**config.mk**
```make
export PLATFORM = sky130hd
export DESIGN_NAME = tdm_demux
export DESIGN_NICKNAME = d
export VERILOG_FILES = /design/src/rtl/tdm_pkg.sv /design/src/rtl/tdm_slot_counter.sv /design/src/rtl/tdm_demux.sv
export SDC_FILE = /design/constraint.sdc
export NUM_CORES = 1
export LEC_CHECK = 0
export BUFFER_PORTS_ARGS = -buffer_cell sky130_fd_sc_hd__buf_2
export CAP_MARGIN = 40
export CORE_ASPECT_RATIO = 0.75
export CORE_MARGIN = 3
export CORE_UTILIZATION = 59
export CTS_BUF_LIST = sky130_fd_sc_hd__clkbuf_2
export CTS_CLUSTER_SIZE = 28
export DETAILED_ROUTE_END_ITERATION = 8
export PLACE_DENSITY_LB_ADDON = 0.2
export RECOVER_POWER = 50
export SYNTH_ARGS = -nofsm -noshare
export SYNTH_HDL_FRONTEND = slang
export SYNTH_SLANG_ARGS = --single-unit
```
**constraint.sdc**
```tcl
create_clock -name clock -period 2 [get_ports clock]
set_input_delay 0 -clock clock [delete_from_list [all_inputs] [get_ports clock]]
set_output_delay 0 -clock clock [all_outputs]
set_load 0.01 [all_outputs]
```
**src/rtl/tdm_pkg.sv**
```systemverilog
// Shared TDM frame-format definitions used by both the receive demux and the
// transmit mux so the two ends agree on slot count, slot width and encoding.
//   State encodings : ST_HUNT, ST_RECEIVE
//   Defaults        : TDM_CHANNELS, TDM_SLOT_W
//   Helpers         : frame_bits(), cnt_width()
package tdm_pkg;

  localparam int unsigned TDM_CHANNELS = 4;
  localparam int unsigned TDM_SLOT_W   = 8;

  localparam logic [0:0] ST_HUNT    = 1'b0;
  localparam logic [0:0] ST_RECEIVE = 1'b1;

  // Total serial bits in one frame.
  function automatic int unsigned frame_bits(input int unsigned channels,
                                             input int unsigned slot_w);
    return channels * slot_w;
  endfunction

  // Counter width for a 0..n-1 range, never narrower than one bit.
  function automatic int unsigned cnt_width(input int unsigned n);
    return (n > 1) ? $clog2(n) : 1;
  endfunction

endpackage

```
**src/rtl/tdm_slot_counter.sv**
```systemverilog
// Bit-within-slot and slot-within-frame position tracker for the TDM receiver.
//   clock, reset      : clock and async active-high reset
//   i_clear           : return both counters to zero
//   i_load_one        : position after a sync edge (bit 1 of slot 0)
//   i_advance         : one more bit sampled inside a frame
//   o_slot_cnt        : current slot index
//   o_slot_done_c     : this advance completes a slot
//   o_frame_done_c    : this advance completes the last slot of the frame
module tdm_slot_counter
  import tdm_pkg::*;
#(
  parameter int unsigned CHANNELS = TDM_CHANNELS,
  parameter int unsigned SLOT_W   = TDM_SLOT_W
) (
  input  logic                             clock,
  input  logic                             reset,
  input  logic                             i_clear,
  input  logic                             i_load_one,
  input  logic                             i_advance,
  output logic [cnt_width(CHANNELS)-1:0]   o_slot_cnt,
  output logic                             o_slot_done_c,
  output logic                             o_frame_done_c
);

  localparam int unsigned BIT_CW  = cnt_width(SLOT_W);
  localparam int unsigned SLOT_CW = cnt_width(CHANNELS);

  logic [BIT_CW-1:0]  r_bit_cnt;
  logic [SLOT_CW-1:0] r_slot_cnt;
  logic               w_bit_last;
  logic               w_slot_last;

  assign w_bit_last  = (r_bit_cnt == BIT_CW'(SLOT_W - 1));
  assign w_slot_last = (r_slot_cnt == SLOT_CW'(CHANNELS - 1));

  // Counter update: clear beats load beats advance.
  always_ff @(posedge clock or posedge reset) begin
    if (reset) begin
      r_bit_cnt  <= '0;
      r_slot_cnt <= '0;
    end else if (i_clear) begin
      r_bit_cnt  <= '0;
      r_slot_cnt <= '0;
    end else if (i_load_one) begin
      r_bit_cnt  <= BIT_CW'(1);
      r_slot_cnt <= '0;
    end else if (i_advance) begin
      if (w_bit_last) begin
        r_bit_cnt  <= '0;
        r_slot_cnt <= w_slot_last ? '0 : r_slot_cnt + SLOT_CW'(1);
      end else begin
        r_bit_cnt <= r_bit_cnt + BIT_CW'(1);
      end
    end
  end

  assign o_slot_cnt     = r_slot_cnt;
  assign o_slot_done_c  = i_advance && w_bit_last;
  assign o_frame_done_c = i_advance && w_bit_last && w_slot_last;

endmodule

```
**src/rtl/tdm_demux.sv**
```systemverilog
// Receive side of the shared-line TDM link: hunts for frame_sync, shifts in a
// frame MSB first and publishes every channel at once when the frame is whole.
//   clock, reset : clock and async active-high reset
//   serial_in    : shared-line data bit
//   frame_sync   : marks bit 0 of slot 0
//   ch_data      : last complete frame, channel i at [i*SLOT_W +: SLOT_W]
//   frame_valid  : one-cycle pulse, ch_data just updated
//   sync_error   : one-cycle pulse, sync seen mid-frame
//   busy         : receiving a frame
module tdm_demux
  import tdm_pkg::*;
#(
  parameter int unsigned CHANNELS = TDM_CHANNELS,
  parameter int unsigned SLOT_W   = TDM_SLOT_W
) (
  input  logic                         clock,
  input  logic                         reset,
  input  logic                         serial_in,
  input  logic                         frame_sync,
  output logic [CHANNELS*SLOT_W-1:0]   ch_data,
  output logic                         frame_valid,
  output logic                         sync_error,
  output logic                         busy
);

  localparam int unsigned FRAME_BITS = frame_bits(CHANNELS, SLOT_W);
  localparam int unsigned SLOT_CW    = cnt_width(CHANNELS);
  localparam int unsigned SHADOW_W   = FRAME_BITS - SLOT_W;

  logic [0:0]            r_state;
  logic [0:0]            w_state_next;
  logic [SLOT_W-1:0]     r_shift;
  // Only slots 0..CHANNELS-2 are parked; the last slot goes straight to ch_data.
  logic [SHADOW_W-1:0]   r_shadow;
  logic [FRAME_BITS-1:0] r_ch_data;
  logic                  r_frame_valid;
  logic                  r_sync_error;
  logic                  r_busy;

  logic                  w_in_receive;
  logic                  w_advance;
  logic                  w_slot_done;
  logic                  w_frame_done;
  logic [SLOT_CW-1:0]    w_slot_cnt;
  logic [SLOT_W-1:0]     w_slot_word;
  logic [FRAME_BITS-1:0] w_frame_word;

  assign w_in_receive = (r_state == ST_RECEIVE);
  assign w_advance    = w_in_receive && !frame_sync;
  assign w_slot_word  = {r_shift[SLOT_W-2:0], serial_in};
  assign w_frame_word = {w_slot_word, r_shadow};

  tdm_slot_counter #(
    .CHANNELS (CHANNELS),
    .SLOT_W   (SLOT_W)
  ) u_slot_counter (
    .clock          (clock),
    .reset          (reset),
    .i_clear        (w_frame_done),
    .i_load_one     (frame_sync),
    .i_advance      (w_advance),
    .o_slot_cnt     (w_slot_cnt),
    .o_slot_done_c  (w_slot_done),
    .o_frame_done_c (w_frame_done)
  );

  // State register.
  always_ff @(posedge clock or posedge reset) begin
    if (reset) begin
      r_state <= ST_HUNT;
    end else begin
      r_state <= w_state_next;
    end
  end

  // Next state: any sync (re)starts a frame, completion returns to hunting.
  always_comb begin
    w_state_next = r_state;
    case (r_state)
      ST_HUNT:    if (frame_sync) w_state_next = ST_RECEIVE;
      ST_RECEIVE: if (w_frame_done) w_state_next = ST_HUNT;
      default:    w_state_next = ST_HUNT;
    endcase
  end

  // Slot shift register; a sync bit discards whatever was partially shifted.
  always_ff @(posedge clock or posedge reset) begin
    if (reset) begin
      r_shift <= '0;
    end else if (frame_sync) begin
      r_shift <= SLOT_W'(serial_in);
    end else if (w_in_receive) begin
      r_shift <= w_slot_word;
    end
  end

  // Park completed slots until the frame is whole.
  always_ff @(posedge clock or posedge reset) begin
    if (reset) begin
      r_shadow <= '0;
    end else if (w_slot_done) begin
      for (int unsigned i = 0; i < CHANNELS - 1; i++) begin
        if (w_slot_cnt == SLOT_CW'(i)) begin
          r_shadow[i*SLOT_W +: SLOT_W] <= w_slot_word;
        end
      end
    end
  end

  // Published frame and status strobes.
  always_ff @(posedge clock or posedge reset) begin
    if (reset) begin
      r_ch_data     <= '0;
      r_frame_valid <= 1'b0;
      r_sync_error  <= 1'b0;
      r_busy        <= 1'b0;
    end else begin
      if (w_frame_done) begin
        r_ch_data <= w_frame_word;
      end
      r_frame_valid <= w_frame_done;
      r_sync_error  <= w_in_receive && frame_sync;
      r_busy        <= (w_state_next == ST_RECEIVE);
    end
  end

  assign ch_data     = r_ch_data;
  assign frame_valid = r_frame_valid;
  assign sync_error  = r_sync_error;
  assign busy        = r_busy;

endmodule
```
==> results.toml <==
[pwr]
ir_worst_vdd_v = 0.000642
p_per_area_nw_per_um2 = 729
cellLeakagePower_uw = 0.00187
power_uw = 2410

[timing]
rsz0062_at_grt = "no"
clock.fmax_mhz = 547
tns_ns = 0
worstMarginPinSlew_ns = 0.998
finClkSkew_ns = 0.0364
finalCriticalPeriod_ns = 1.83
maxSlewHeadroom = 0.334
finalCritPeriodShare = 0.914
hold_viol = 0
finalMaxSlewViolations = 0
setup_violations = 0

[setup_path]
r2r_end = "r_shadow[4]"
rr_worst_depth = 4
slowest_delay_ns = 0.42
crit_arrival_ns = 2.21
crit_path_cell_trace = "ha_1 > ha_1 > nand4b_1 > mux2_2"
path_max_fanout = 8
end_kind = "flip-flop"
cp-start-kind = "flip-flop"
critPathKind = "reg -> reg"
crit_top_cell = "ha_1"
slowest_stage = "nand4b_1"
crit_required_ns = 2.38
r2r_slack_ns = 0.17
r2r-start = "u_slot_counter.r_bit_cnt[0]"

[clocking]
clk-insertion-delay-late_ns = 0.50
cts_buffer_depth = 2
cts_made_buffers = 9
path_clk_slew_ns = 0.20
cts-root-buf = "clkbuf_2"
cts_tree = "done"
htreeDepth = 3
clkSinkCount = 71

[routing]
routed_wl_mm = 5.14
vias = 1565
firstDrtPassIters = 4
vias_per_cell = 5.36
drt_iter0_markers = 54
wl_per_cell_um = 17.6
drt.antenna.violating_nets = 0
post-route-drc-count = 0

[synth]
synthDistinctLibCells = 23
yosysTopAreaCell = "dfrtp_1"
yosys_warnings = 0
synth_top_area_frac = 0.609
yosysSeqAreaShare = 0.609
synth-seq-cells = 71
yosysMostFrequentCell = "dfrtp_1"
synth_commonest_cells = "dfrtp_1 (71), mux2_4 (29), mux2_2 (28)"
synth_area_um2 = 2920
synthesis.nets = 191
ys.flop_type = "dfrtp_1"
synth_edf_count = 0
syn_inst = 181
postSynthAreaPerCell_um2 = 16.1
synth_area_leaders = "dfrtp_1 (61%), mux2_4 (15%), mux2_2 (11%)"
async_flop_share = 1.00

[placed_design]
gp_congestion = 0.702
numPortBuffers = 38
dp.final_hpwl_mm = 3.46

[global_routing]
grt_max_degree = 47
grt_use_total = 0.207
antenna_found_initial = 0
grt_pass1_wl_mm = 8.60
overflow = 0
grt_pass1_vias = 1642

[die]
ios = 39
rows = 21
die-area_um2 = 5830
die_x_um = 87.2
dieHeight_um = 66.9
core_area_um2 = 4600
start_util = 0.634

[final_layout]
diodes = 0
nets = 240
layout-drive-gt1-share = 0.460
syn2layout_area_growth_pct = 13.7
fill_cells = 306

[status]
status = "finished clean"

[run]
max-cap-violations = 0

[hold_path]
min_path_type = "in -> async"
-- through the flow --
step | hold WS, ns | cells | utilization | area, µm² | setup WS [ns]
after detailed placement | 0.0809 | 273 | 0.694 | 3190 | 0.169
after global routing | 0.275 | 292 | 0.721 | 3310 | 0.0190
final | 0.253 | 292 | 0.721 | 3310 | 0.172
after floorplan | 0.0923 | 181 | - | 2920 | 0.203
after CTS | 0.0258 | 292 | 0.724 | 3330 | 0.164
after global placement | 0.0564 | 273 | 0.694 | 3190 | 0.281
-- cell type report --
type	count	area, µm²	area share
clock inverters	6	61.3	0.0185
inverters	5	18.8	0.00566
flip-flops and latches	71	1780	0.536
multi-input cells	98	1060	0.321
clock buffers	10	50.0	0.0151
well taps	57	71.3	0.0215
repair buffers	45	272	0.0819
-- registers in the layout (all words and copies together), names as in the netlist --
register	cells
ch_data	32
r_shadow	24
r_shift	7
u_slot_counter.r_bit_cnt	3
u_slot_counter.o_slot_cnt	2
busy	1
frame_valid	1
sync_error	1
-- layout by cell type, fill, tap and decap left out --
cell type / synthesis / layout
clkbuf_1: 1 / 11
clkinv_2: 0 / 3
nand2b_1: 2 / 2
a21o_1: 1 / 1
inv_1: 5 / 5
clkinv_4: 0 / 1
clkbuf_2: 0 / 10
nand3_2: 2 / 2
and2b_4: 1 / 1
xnor2_1: 1 / 1
buf_2: 2 / 28
dlygate4sd3_1: 0 / 3
mux2i_1: 6 / 6
clkinvlp_4: 0 / 1
a21oi_1: 4 / 4
nand3_1: 2 / 2
dfrtp_1: 71 / 71
bufinv_16: 0 / 1
and2_1: 1 / 1
nand3_4: 1 / 1
mux2_4: 29 / 29
buf_12: 0 / 3
mux2_2: 28 / 28
nand2_1: 3 / 3
nor2_1: 8 / 8
o31ai_1: 1 / 1
ha_1: 6 / 6
nand4b_1: 2 / 2
-- worst max path at each step --
| stage | start | to | slack (ns) |
|---|---|---|---|
| 6_report | u_slot_counter.r_bit_cnt[0] | r_shadow[4] | 0.17 |
| 4_1_cts | u_slot_counter.r_bit_cnt[0] | r_shadow[7] | 0.16 |
| 3_3_place_gp | u_slot_counter.r_bit_cnt[0] | r_shadow[3] | 0.28 |
| 3_5_place_dp | u_slot_counter.r_bit_cnt[0] | r_shadow[7] | 0.17 |
| 5_1_grt | u_slot_counter.r_bit_cnt[0] | r_shadow[3] | 0.02 |
| 2_1_floorplan | reset | busy | 0.20 |
-- worst max-delay path, delay by kind of cell, from the launching register on --
kind | cells | cell delay, ns
DFF | 1 | 0.41
and+or+nand+nor | 1 | 0.42
muxes | 1 | 0.41
adders and majority gates | 2 | 0.51
-- cells by family after synthesis --
| logic type | share of synthesized area |
|---|---|
| XOR/XNOR | 0.00300 |
| buffers and inverters | 0.0253 |
| AO/OA/AOI/OAI | 0.0120 |
| flip-flops | 0.609 |
| AND/OR/NAND/NOR | 0.0464 |
| multiplexers | 0.278 |
| adder cells (fa/ha/maj) | 0.0258 |
-- report_power, final --
part / internal [µW] / switching (µW)
combinational: 56.0 / 64.8
clock: 290 / 485
sequential: 1480 / 35.0
total: 1830 / 585
-- what timing repair did --
| action | CTS | global route |
|---|---|---|
| hold buffers | 3 | 0 |
| setup buffers | 0 | 0 |
| endpoints found under the hold margin | 89 | 0 |
| endpoints found under the setup margin | 0 | 0 |
| gates resized for setup | 0 | 0 |
-- metal layers --
layer	global-route usage	share of wire	vias up
met1	0.269	0.45	794
met3	0.0952	0.053	4
met5	0	0	-
met2	0.317	0.49	40
li1	-	-	727
met4	0.0517	0.0064	0
No activity file was read; power rests on OpenSTA's default activity.
